[src/rtl/rr_grant8_if.sv]
// rr_grant8_if: request/grant bundle between the requesters (master) and the round-robin arbiter (slave).
interface rr_grant8_if;
  logic [7:0] req;
  logic       done;
  logic [7:0] gnt;
  logic       gnt_valid;
  logic [2:0] gnt_id;
  logic       timeout;
  modport master (output req, done, input gnt, gnt_valid, gnt_id, timeout);
  modport slave  (input req, done, output gnt, gnt_valid, gnt_id, timeout);
endinterface

[src/rtl/rr_grant8.sv]
// rr_grant8: 8-way round-robin arbiter with registered one-hot grant and no-bubble handover.
// Define RR_GRANT8_TIMEOUT_EN to force release after MAX_HOLD cycles of ownership.
module rr_grant8 #(
  parameter int MAX_HOLD = 16
) (
  input logic      clk,
  input logic      rst_n,
  rr_grant8_if.slave bus
);
  typedef enum logic {IDLE, GRANT} state_t;
  state_t     state, state_n;
  logic [2:0] ptr, ptr_n, id_n;
  logic [7:0] gnt_n, cand;
  logic       rel, frc, ng;
  if (MAX_HOLD < 1 || MAX_HOLD > 255) begin : g_bad_hold
    $error("MAX_HOLD must be within 1..255");
  end
  // First set bit of r scanning p, p+1, ... p+7 (mod 8).
  function automatic logic [2:0] pick(input logic [7:0] r, input logic [2:0] p);
    logic [15:0] d;
    d = {r, r} >> p;
    pick = p;
    for (int i = 7; i >= 0; i--) if (d[i]) pick = p + 3'(i);
  endfunction
  always_ff @(posedge clk or negedge rst_n)
    if (!rst_n) begin
      state      <= IDLE;
      ptr        <= 3'd0;
      bus.gnt    <= 8'h00;
      bus.gnt_id <= 3'd0;
    end else begin
      state      <= state_n;
      ptr        <= ptr_n;
      bus.gnt    <= gnt_n;
      bus.gnt_id <= id_n;
    end
  // A timed-out owner is excluded from the re-arbitration at its own release edge.
  always_comb begin
    rel     = state == GRANT && (bus.done || !bus.req[bus.gnt_id] || frc);
    cand    = frc ? bus.req & ~(8'b1 << bus.gnt_id) : bus.req;
    ptr_n   = rel ? bus.gnt_id + 3'd1 : ptr;
    ng      = (state == IDLE && |bus.req) || (rel && |cand);
    state_n = state == IDLE ? (|bus.req ? GRANT : IDLE) : (rel && !(|cand)) ? IDLE : GRANT;
    id_n    = ng ? pick(cand, ptr_n) : bus.gnt_id;
  end
  always_comb begin
    gnt_n         = state_n == GRANT ? 8'b1 << id_n : 8'h00;
    bus.gnt_valid = |bus.gnt;
  end
`ifdef RR_GRANT8_TIMEOUT_EN
  localparam logic [7:0] LAST = 8'(MAX_HOLD - 1);
  logic [7:0] cnt;
  assign frc = state == GRANT && cnt == LAST && !bus.done && bus.req[bus.gnt_id];
  always_ff @(posedge clk or negedge rst_n)
    if (!rst_n) begin
      cnt         <= 8'd0;
      bus.timeout <= 1'b0;
    end else begin
      cnt         <= ng ? 8'd0 : (state == GRANT && cnt != 8'hFF) ? cnt + 8'd1 : cnt;
      bus.timeout <= frc;
    end
`else
  assign frc         = 1'b0;
  assign bus.timeout = 1'b0;
`endif
endmodule
[src/flat_wrapper.sv]
// flat-port wrapper written by rule: the top's interface ports become plain ports
module rr_grant8_flat 
#(
  parameter int MAX_HOLD = 16
)
  (clk, rst_n, bus_req, bus_done, bus_gnt, bus_gnt_valid, bus_gnt_id, bus_timeout);
  rr_grant8_if bus_i ();
  input logic clk;
  input logic rst_n;
  input wire logic [$bits(bus_i.req)-1:0] bus_req;
  input wire logic [$bits(bus_i.done)-1:0] bus_done;
  output wire logic [$bits(bus_i.gnt)-1:0] bus_gnt;
  output wire logic [$bits(bus_i.gnt_valid)-1:0] bus_gnt_valid;
  output wire logic [$bits(bus_i.gnt_id)-1:0] bus_gnt_id;
  output wire logic [$bits(bus_i.timeout)-1:0] bus_timeout;
  assign bus_i.req = bus_req;
  assign bus_i.done = bus_done;
  assign bus_gnt = bus_i.gnt;
  assign bus_gnt_valid = bus_i.gnt_valid;
  assign bus_gnt_id = bus_i.gnt_id;
  assign bus_timeout = bus_i.timeout;
  rr_grant8 #(.MAX_HOLD(MAX_HOLD)) u_core (.clk(clk), .rst_n(rst_n), .bus(bus_i));
endmodule
[config.mk]
export PLATFORM = sky130hd
export DESIGN_NAME = rr_grant8_flat
export DESIGN_NICKNAME = d
export VERILOG_FILES = /design/src/rtl/rr_grant8_if.sv /design/src/rtl/rr_grant8.sv /design/src/flat_wrapper.sv
export SDC_FILE = /design/constraint.sdc
export NUM_CORES = 1
export LEC_CHECK = 0
export ABC_CLOCK_PERIOD_IN_PS = 4600
export CAP_MARGIN = 20
export CORE_AREA = 2 2 52 102
export CTS_CLUSTER_DIAMETER = 150
export DETAILED_ROUTE_END_ITERATION = 8
export DIE_AREA = 0 0 54 104
export DONT_BUFFER_PORTS = 1
export MAX_ROUTING_LAYER = met4
export PLACE_DENSITY = 0.53
export SKIP_CTS_REPAIR_TIMING = 1
export SYNTH_ARGS = -nofsm -noshare
export SYNTH_HDL_FRONTEND = slang
export SYNTH_SLANG_ARGS = --single-unit
[constraint.sdc]
create_clock -name clk -period 4.6 [get_ports clk]
set_input_delay 0.92 -clock clk [delete_from_list [all_inputs] [get_ports clk]]
set_output_delay 0.92 -clock clk [all_outputs]
set_load 0.02 [all_outputs]
==> flow_summary.json, run 1 <==
{
  "run_status": "finished, final reports clean",
  "route.detailed.vias_per_inst": 6.534,
  "avgRoutedWirePerCell_um": 20.63,
  "tritoncts.num_buffers": 3,
  "drt-total-wl_um": 5797,
  "nNetsFinal": 238,
  "setup_total_negative_slack_ns": 0,
  "period_minus_slack_ns": 3.949,
  "avg_synthesized_cell_area_sq_um": 8.239,
  "first_global_vias": 1828,
  "synth.yosys.seq_area_share_pct": 20.34,
  "core_area_sq_um": 4865,
  "cp_data_arrival_time_ns": 4.13,
  "ws_path_type": "reg2reg",
  "dieWidth_um": 54,
  "finalWeightedCongestion": 0.8959,
  "cts.reportedPaths.clkPinSlew_ns": 0.06,
  "yosys_cell_types": 62,
  "grt_first_pass_wirelength_um": 9135,
  "yosys.area.top_type": "dfrtp_1",
  "cts-htree-levels": 1,
  "clock_sinks": 15,
  "finalCritPeriodShare_pct": 85.84,
  "synth.top_cells.by_area": "dfrtp_1 20%, a211oi_1 4.9%, a2111oi_4 4.5%",
  "grtUsageTotal_pct": 22.38,
  "synth_top_area_share_pct": 20.34,
  "drt_iter0_drc": 78,
  "yosysWarningCount": 0,
  "critical_path_sink_type": "flop",
  "tritoncts_clock_tree": "yes",
  "detailedPlace.worstSlack_ns": 0.4249,
  "worst_slew_pin_slew_ns": 0.6329,
  "yosys_register_bits": 15,
  "setup_viol_count_final": 0,
  "fp.dieH_um": 104,
  "synth_ff_type": "dfrtp_1",
  "drt_pre_antenna_iters": 4,
  "dr_total_vias": 1836,
  "dpl.hpwl_um": 4711,
  "maxCapViolations": 0,
  "dieArea_sq_um": 5616,
  "numPortBuffers": 0,
  "placement_rows": 36,
  "report.final.hold_viol_count": 0,
  "cts_root_buf": "clkbuf_8",
  "drc": 0,
  "synth.top_cells.by_count": "22 x nand2_1, 16 x nor2_1, 15 x dfrtp_1",
  "postLayoutSetupSlackWorst_ns": 0.6513,
  "post_synth_inst_count": 224,
  "rsz0062_at_grt": "no",
  "timing.critical_path.fanout_max": 13,
  "worst_slew_margin_rel_pct": 57.55,
  "postRouteAntennaNets": 0,
  "drive_gt1_share_pct": 17.41,
  "postSynthNetCount": 237,
  "io_pins": 24,
  "areaGrowthSynthToFinish_pct": 4.407,
  "synthMostInstantiatedCell": "nand2_1",
  "floorplan.initialDensity_pct": 37.94,
  "fillCellCount": 499,
  "final.setup_skew_ns": 0.002754,
  "largest_net_degree_at_the_start_of_global_routing": 18,
  "synth-edff-count": 0,
  "hold_path.class": "in2async",
  "worst_ep_required_time_ns": 4.78,
  "timing_max_transition_violations_final": 0,
  "async_flop_share_pct": 100.0,
  "cts-root-to-sink-buffers": 2,
  "crit_path_start_kind": "flop",
  "worst_skew_pair.late_latency_ns": 0.24,
  "global_route.overflow_total": 0,
  "antenna_cell_count": 0,
  "achievable-frequency_mhz": 253.2,
  "grt_antenna_before_repair": 0,
  "synth.cell_area_sq_um": 1846
}
-- path summary, 6_finish.rpt --
check / start / slack, ns / cells after the start / endpoint
worst min register to register: u_core.ptr[2] / 0.65 / 2 / u_core.ptr[2]
min in group clk: u_core.ptr[2] / 0.65 / 2 / u_core.ptr[2]
max in group asynchronous: rst_n / 4.16 / 0 / u_core.bus.gnt[2]
worst max-delay path: u_core.bus.gnt_id[2] / 0.65 / 12 / u_core.bus.gnt[2]
worst min-delay path: rst_n / 0.37 / 0 / u_core.bus.gnt[7]
worst max register to register: u_core.bus.gnt_id[2] / 0.65 / 12 / u_core.bus.gnt[2]
-- worst max-delay path, cell delays in order, from the launching register on --
cell and delay, ns:
dfrtp_1 0.66, nand2b_2 0.16, a211o_1 0.39, a41oi_1 0.31, a21oi_2 0.08, inv_2 0.27, mux2_4 0.38, o21a_1 0.21
o311ai_1 0.28, o211ai_1 0.12, a21oi_1 0.27, mux2i_2 0.49, and4_1 0.26
-- cell type report --
type	instances	area (sq um)	share of cell area, %
clock inverter	1	5.005	0.2597
sequential	15	375.4	19.48
inverter	14	53.80	2.792
timing repair buffer	8	60.06	3.117
tap	57	71.32	3.701
clock buffer	3	41.29	2.143
multi-input combinational	183	1320	68.51
-- sequential cells by signal (all words and copies together) (netlist names) --
register	flops
u_core.bus.gnt_id	3
u_core.ptr	3
u_core.bus.gnt	8
u_core.state	1
-- placed cells by master (no fill, tap or decap), drive strengths merged, types with 3 or more instances in the layout --
cell type,instances
nand2,22
a21oi,19
nor2,16
dfrtp,15
a211oi,13
inv,13
o21ai,12
nand3,11
nor4,8
buf,8
mux2i,7
o211ai,6
nand2b,5
nand4,4
a41oi,4
a211o,4
mux2,4
and2,3
o31ai,3
o21a,3
a2111oi,3
clkbuf,3
a31oi,3
-- cells by family (layout without fill, tap and decap cells) --
| logic type | Yosys count | count (layout) | share of synthesized area, % |
|---|---|---|---|
| AOI/OAI and AO/OA | 90 | 90 | 41.29 |
| and+or+nand+nor | 77 | 77 | 20.68 |
| buffers and inverters | 26 | 26 | 8.135 |
| DFF | 15 | 15 | 20.34 |
| muxes | 11 | 11 | 7.051 |
| adders and majority gates | 2 | 2 | 1.356 |
| xor gates and xnor gates | 2 | 2 | 0.9493 |
| other | 1 | 1 | 0.2032 |
-- stage by stage --
stage | instances | hold WS, ns | instance area, sq um | util (%)
2_1_floorplan | 224 | 0.6244 | 1846 | -
3_3_place_gp | 277 | 0.6242 | 1881 | 38.66
3_5_place_dp | 277 | 0.6248 | 1881 | 38.66
4_1_cts | 281 | 0.3591 | 1927 | 39.61
5_1_grt | 281 | 0.3480 | 1927 | 39.61
6_report | 281 | 0.3672 | 1927 | 39.61
-- layer usage --
metal / global-route usage (%) / vias to the layer above / wire, um
met5: - / - / 0
met4: 13.93 / 0 / 364
met3: 3.305 / 22 / 238
met2: 38.33 / 55 / 3203
met1: 22.10 / 889 / 1991
li1: - / 870 / -
Power of run 1 is left out: the tool's default activity adds up to more than one toggle a clock period on the data nets, which glitch-free logic cannot reach.
==> inputs of run 2 (changes only) <==
Settings changed: CORE_AREA 2 2 52 102 to 2 2 44 86, DIE_AREA 0 0 54 104 to 0 0 46 88, PLACE_DENSITY 0.53 to 0.71.
==> run 2 against run 1 <==
Effect of this change:
- via count decreased by 0.16%
- critical path type unchanged
- non-clock buffer count stayed put
- maximum frequency fell by 2.2%
- sequential cell count is the same
- highest routed layer unchanged
- global-route usage increased by 9.0 points
- count of clock-buffer cells in the layout unchanged
- routed wire length decreased by 5.5%
- cell count decreased by 8.9%
- setup slack worse by 0.088 ns
==> flow_summary.json, run 2 (same netlist as run 1, synthesis figures left out) <==
{
  "dpl.hpwl_um": 4307,
  "met2_wirelength_um": 3085,
  "cts-root-to-sink-buffers": 2,
  "numPortBuffers": 0,
  "dr_total_vias": 1833,
  "postRouteAntennaNets": 0,
  "worst_skew_pair.late_latency_ns": 0.25,
  "drt_iter0_drc": 80,
  "rsz0062_at_grt": "no",
  "dieArea_sq_um": 4048,
  "ws_path_type": "reg2reg",
  "largest_net_degree_at_the_start_of_global_routing": 24,
  "postLayoutSetupSlackWorst_ns": 0.5631,
  "final.setup_skew_ns": 0.001142,
  "placement_rows": 30,
  "detail_route.wirelength.met1_um": 1851,
  "detailedPlace.worstSlack_ns": 0.4271,
  "worstRegToRegCells": 12,
  "drc": 0,
  "worst_flop_to_flop_path_endpoint": "u_core.bus.gnt[4]",
  "maxCapViolations": 0,
  "tritoncts.num_buffers": 3,
  "topRoutingLayerUsed": "met4",
  "finalCritPeriodShare_pct": 87.76,
  "timing.critical_path.fanout_max": 23,
  "tritoncts_clock_tree": "yes",
  "cp_data_arrival_time_ns": 4.17,
  "drt-total-wl_um": 5476,
  "biggestRegsByFlops": "u_core.bus.gnt: 8 flops, u_core.bus.gnt_id: 3 flops, u_core.ptr: 3 flops",
  "run_status": "finished, final reports clean",
  "avgRoutedWirePerCell_um": 21.39,
  "setup_total_negative_slack_ns": 0,
  "route.detailed.vias_per_inst": 7.160,
  "regMostFlops": "u_core.bus.gnt",
  "crit_path_start_kind": "flop",
  "reg2reg_slack_ns": 0.56,
  "instances_no_fill": 256,
  "achievable-frequency_mhz": 247.7,
  "fp.dieH_um": 88,
  "worst_ep_required_time_ns": 4.73,
  "setup_viol_count_final": 0,
  "floorplan.initialDensity_pct": 54.63,
  "layout_common_cells": "22 x nand2_1, 16 x nor2_1, 15 x dfrtp_1",
  "drive_gt1_share_pct": 17.41,
  "timing_max_transition_violations_final": 0,
  "grtUsageTotal_pct": 31.34,
  "grt_antenna_before_repair": 0,
  "met3_length_um": 320,
  "final_util_pct": 56.11,
  "largest_register_ffs": 8,
  "nNetsFinal": 238,
  "core_area_sq_um": 3378,
  "worst_slew_pin_slew_ns": 0.5942,
  "grt_first_pass_wirelength_um": 8949,
  "post-place-cells": 252,
  "clock_sinks": 15,
  "worst_r2r_startpoint": "u_core.bus.gnt_id[2]",
  "io_pins": 24,
  "worst_setup_path_startpoint": "u_core.bus.gnt_id[2]",
  "areaGrowthSynthToFinish_pct": 2.712,
  "drt_pre_antenna_iters": 4,
  "critical_path_sink_type": "flop",
  "global_route.overflow_total": 0,
  "worst_slew_margin_rel_pct": 60.14,
  "finalWeightedCongestion": 0.9914,
  "report.final.hold_viol_count": 0,
  "antenna_cell_count": 0,
  "period_minus_slack_ns": 4.037,
  "dieWidth_um": 46,
  "cts_root_buf": "clkbuf_8",
  "most_common_library_cell_in_the_layout_ignoring_fill_and_taps": "nand2_1",
  "cts-htree-levels": 1,
  "first_global_vias": 1856,
  "hold_path.class": "in2async",
  "cts.reportedPaths.clkPinSlew_ns": 0.06
}
[run 2: cell counts in the layout (fill, tap and decap cells not counted)]
No cell type changed its count.
[run 2: final cells by class]
cell class                      instances  area [sq um]
Clock buffer                            3         41.29
Clock inverter                          1         5.005
Fill cell                             336          1483
Inverter                               14         53.80
Multi-Input combinational cell        183          1320
Sequential cell                        15         375.4
Tap cell                               32         40.04
Timing Repair Buffer                    8         60.06
[run 2: critical path, cell delays in order (launching register included)]
cell	delay, ns
dfrtp_1	0.70
nand2b_2	0.15
a211o_1	0.39
a41oi_1	0.35
mux2i_1	0.32
inv_2	0.21
a211oi_2	0.30
nor2_1	0.08
o311ai_1	0.27
o211ai_1	0.11
a21oi_1	0.28
mux2_2	0.41
nor4_1	0.33
[run 2: worst max-delay path by stage]
stage,to,slack (ns),depth (start not counted)
CTS,u_core.bus.gnt[4],0.61,12
global route,u_core.bus.gnt[4],0.17,12
global placement,u_core.bus.gnt[4],0.49,12
detailed placement,u_core.bus.gnt[4],0.43,12
floorplan,u_core.bus.gnt[3],0.67,14
finish,u_core.bus.gnt[4],0.56,12
[run 2: through the flow]
stage	hold WS, ns	cell area (sq um)
5_1_grt	0.3483	1896
2_1_floorplan	0.6244	1846
6_report	0.3574	1896
3_3_place_gp	0.6246	1849
4_1_cts	0.3547	1896
3_5_place_dp	0.6246	1849
[run 2: metal layers]
metal / global-route usage (%) / up-vias
li1: - / 871
met1: 30.17 / 852
met2: 57.20 / 88
met3: 5.567 / 22
met4: 12.99 / 0
met5: - / -
Power of run 2 is left out for the same reason.
==> inputs of run 3 (changes only) <==
Settings changed: CORE_AREA 2 2 44 86 to 4 4 46 88, DIE_AREA 0 0 46 88 to 0 0 50 92.
==> run 3 against run 2 <==
Effect of this change:
- die area rose by 14%
- sequential cell count did not move
- non-clock buffer count did not move
- clock skew rose by 0.00093 ns
- critical path depth rose by 1
- core utilization barely moved
- count of clock-buffer cells in the layout did not move
- register-to-register slack got worse by 0.14 ns
- first-iteration DRC count did not move
- highest routed layer unchanged
- global-route usage fell by 5.2 points
- setup slack got worse by 0.14 ns
- largest cell class unchanged
- routed wire length rose by 0.77%
==> flow_summary.json, run 3 (same netlist as run 1, synthesis figures left out) <==
{
  "cts-root-to-sink-buffers": 2,
  "biggestRegsByFlops": "u_core.bus.gnt: 8 flops, u_core.bus.gnt_id: 3 flops, u_core.ptr: 3 flops",
  "core_area_sq_um": 3416,
  "grt_first_pass_wirelength_um": 9018,
  "most_common_library_cell_in_the_layout_ignoring_fill_and_taps": "nand2_1",
  "report.final.hold_viol_count": 0,
  "global_route.overflow_total": 0,
  "cts-htree-levels": 1,
  "drc": 0,
  "drt_pre_antenna_iters": 4,
  "fp.dieH_um": 92,
  "met3_length_um": 317,
  "clock_sinks": 15,
  "finalCritPeriodShare_pct": 90.87,
  "post-place-cells": 268,
  "dieArea_sq_um": 4600,
  "timing_max_transition_violations_final": 0,
  "layout_common_cells": "22 x nand2_1, 16 x nor2_1, 15 x dfrtp_1",
  "placement_rows": 30,
  "largest_net_degree_at_the_start_of_global_routing": 18,
  "detail_route.wirelength.met1_um": 1828,
  "fillCellCount": 338,
  "cts.reportedPaths.clkPinSlew_ns": 0.06,
  "areaGrowthSynthToFinish_pct": 3.797,
  "instances_no_fill": 272,
  "worst_r2r_startpoint": "u_core.bus.gnt_id[0]",
  "dpl.hpwl_um": 4375,
  "crit_path_top_delay_cell": "dfrtp_1",
  "crit_path_start_kind": "flop",
  "final_util_pct": 56.08,
  "numPortBuffers": 0,
  "critical_path_sink_type": "flop",
  "avgRoutedWirePerCell_um": 20.29,
  "cp_cell_sequence": "buf_4 -> nand2b_1 -> a31oi_4 -> a41oi_1 -> a21oi_2 -> inv_2 -> mux2_4 -> o21a_1 -> o311ai_1 -> o211ai_1 -> a21oi_1 -> mux2i_2 -> and4_1",
  "final.setup_skew_ns": 0.002074,
  "postRouteAntennaNets": 0,
  "worst_ep_required_time_ns": 4.79,
  "run_status": "finished, final reports clean",
  "worst_slew_margin_rel_pct": 59.47,
  "maxCapViolations": 0,
  "io_pins": 24,
  "achievable-frequency_mhz": 239.2,
  "worst_setup_path_startpoint": "u_core.bus.gnt_id[0]",
  "tritoncts_clock_tree": "yes",
  "drt-total-wl_um": 5518,
  "route.detailed.vias_per_inst": 6.798,
  "finalWeightedCongestion": 0.9784,
  "rsz0062_at_grt": "no",
  "largest_register_ffs": 8,
  "regMostFlops": "u_core.bus.gnt",
  "grtUsageTotal_pct": 26.17,
  "setup_viol_count_final": 0,
  "worst_slew_pin_slew_ns": 0.6043,
  "nNetsFinal": 238,
  "period_minus_slack_ns": 4.180,
  "cts_root_buf": "clkbuf_8",
  "timing.critical_path.fanout_max": 16,
  "hold_path.class": "in2async",
  "floorplan.initialDensity_pct": 54.03,
  "tritoncts.num_buffers": 3,
  "cp_data_arrival_time_ns": 4.37,
  "grt_antenna_before_repair": 0,
  "critical-path-max-stage-delay_ns": 0.56,
  "first_global_vias": 1865,
  "drt_iter0_drc": 80,
  "drive_gt1_share_pct": 17.41,
  "path_delay_family": "compound AO/OA/AOI/OAI gates",
  "antenna_cell_count": 0,
  "setup_total_negative_slack_ns": 0,
  "worst_skew_pair.late_latency_ns": 0.25,
  "cp_num_buf_inv": 2,
  "dr_total_vias": 1849,
  "ws_path_type": "reg2reg",
  "topRoutingLayerUsed": "met4",
  "dieWidth_um": 50,
  "met2_wirelength_um": 3050
}
run 3: cell counts in the layout (fill, tap and decap cells not counted):
No cell type changed its count.
run 3: path summary, 6_finish.rpt:
check / end / cells past startpoint / slack (ns)
worst max-delay path: u_core.bus.gnt[6] / 13 / 0.42
worst min register to register: u_core.ptr[2] / 2 / 0.64
min in group clk: u_core.ptr[2] / 2 / 0.64
worst max register to register: u_core.bus.gnt[6] / 13 / 0.42
worst min-delay path: u_core.bus.gnt[7] / 0 / 0.36
max in group asynchronous: u_core.bus.gnt[3] / 0 / 4.17
run 3: routing by layer:
| layer | vias up | GRT usage (%) |
|---|---|---|
| met5 | - | - |
| met3 | 28 | 4.228 |
| met1 | 864 | 23.23 |
| li1 | 874 | - |
| met4 | 0 | 20.09 |
| met2 | 83 | 46.94 |
run 3: metrics by stage:
step                      hold slack, ns  cell area, sq um  setup slack (ns)
after floorplan                   0.6244              1846            0.6665
after global placement            0.6247              1869            0.4856
after detailed placement          0.6246              1869            0.3675
after CTS                         0.3521              1916            0.4811
after global routing              0.3409              1916           0.09770
final                             0.3579              1916            0.4201
run 3: layout make-up:
| cell class | instances | area (sq um) | share of cell area [%] |
|---|---|---|---|
| clock inverter | 1 | 5.005 | 0.2613 |
| timing repair buffer | 8 | 60.06 | 3.135 |
| tap | 48 | 60.06 | 3.135 |
| multi-input combinational | 183 | 1320 | 68.91 |
| sequential | 15 | 375.4 | 19.60 |
| inverter | 14 | 53.80 | 2.809 |
| clock buffer | 3 | 41.29 | 2.155 |
Power of run 3 is left out for the same reason.
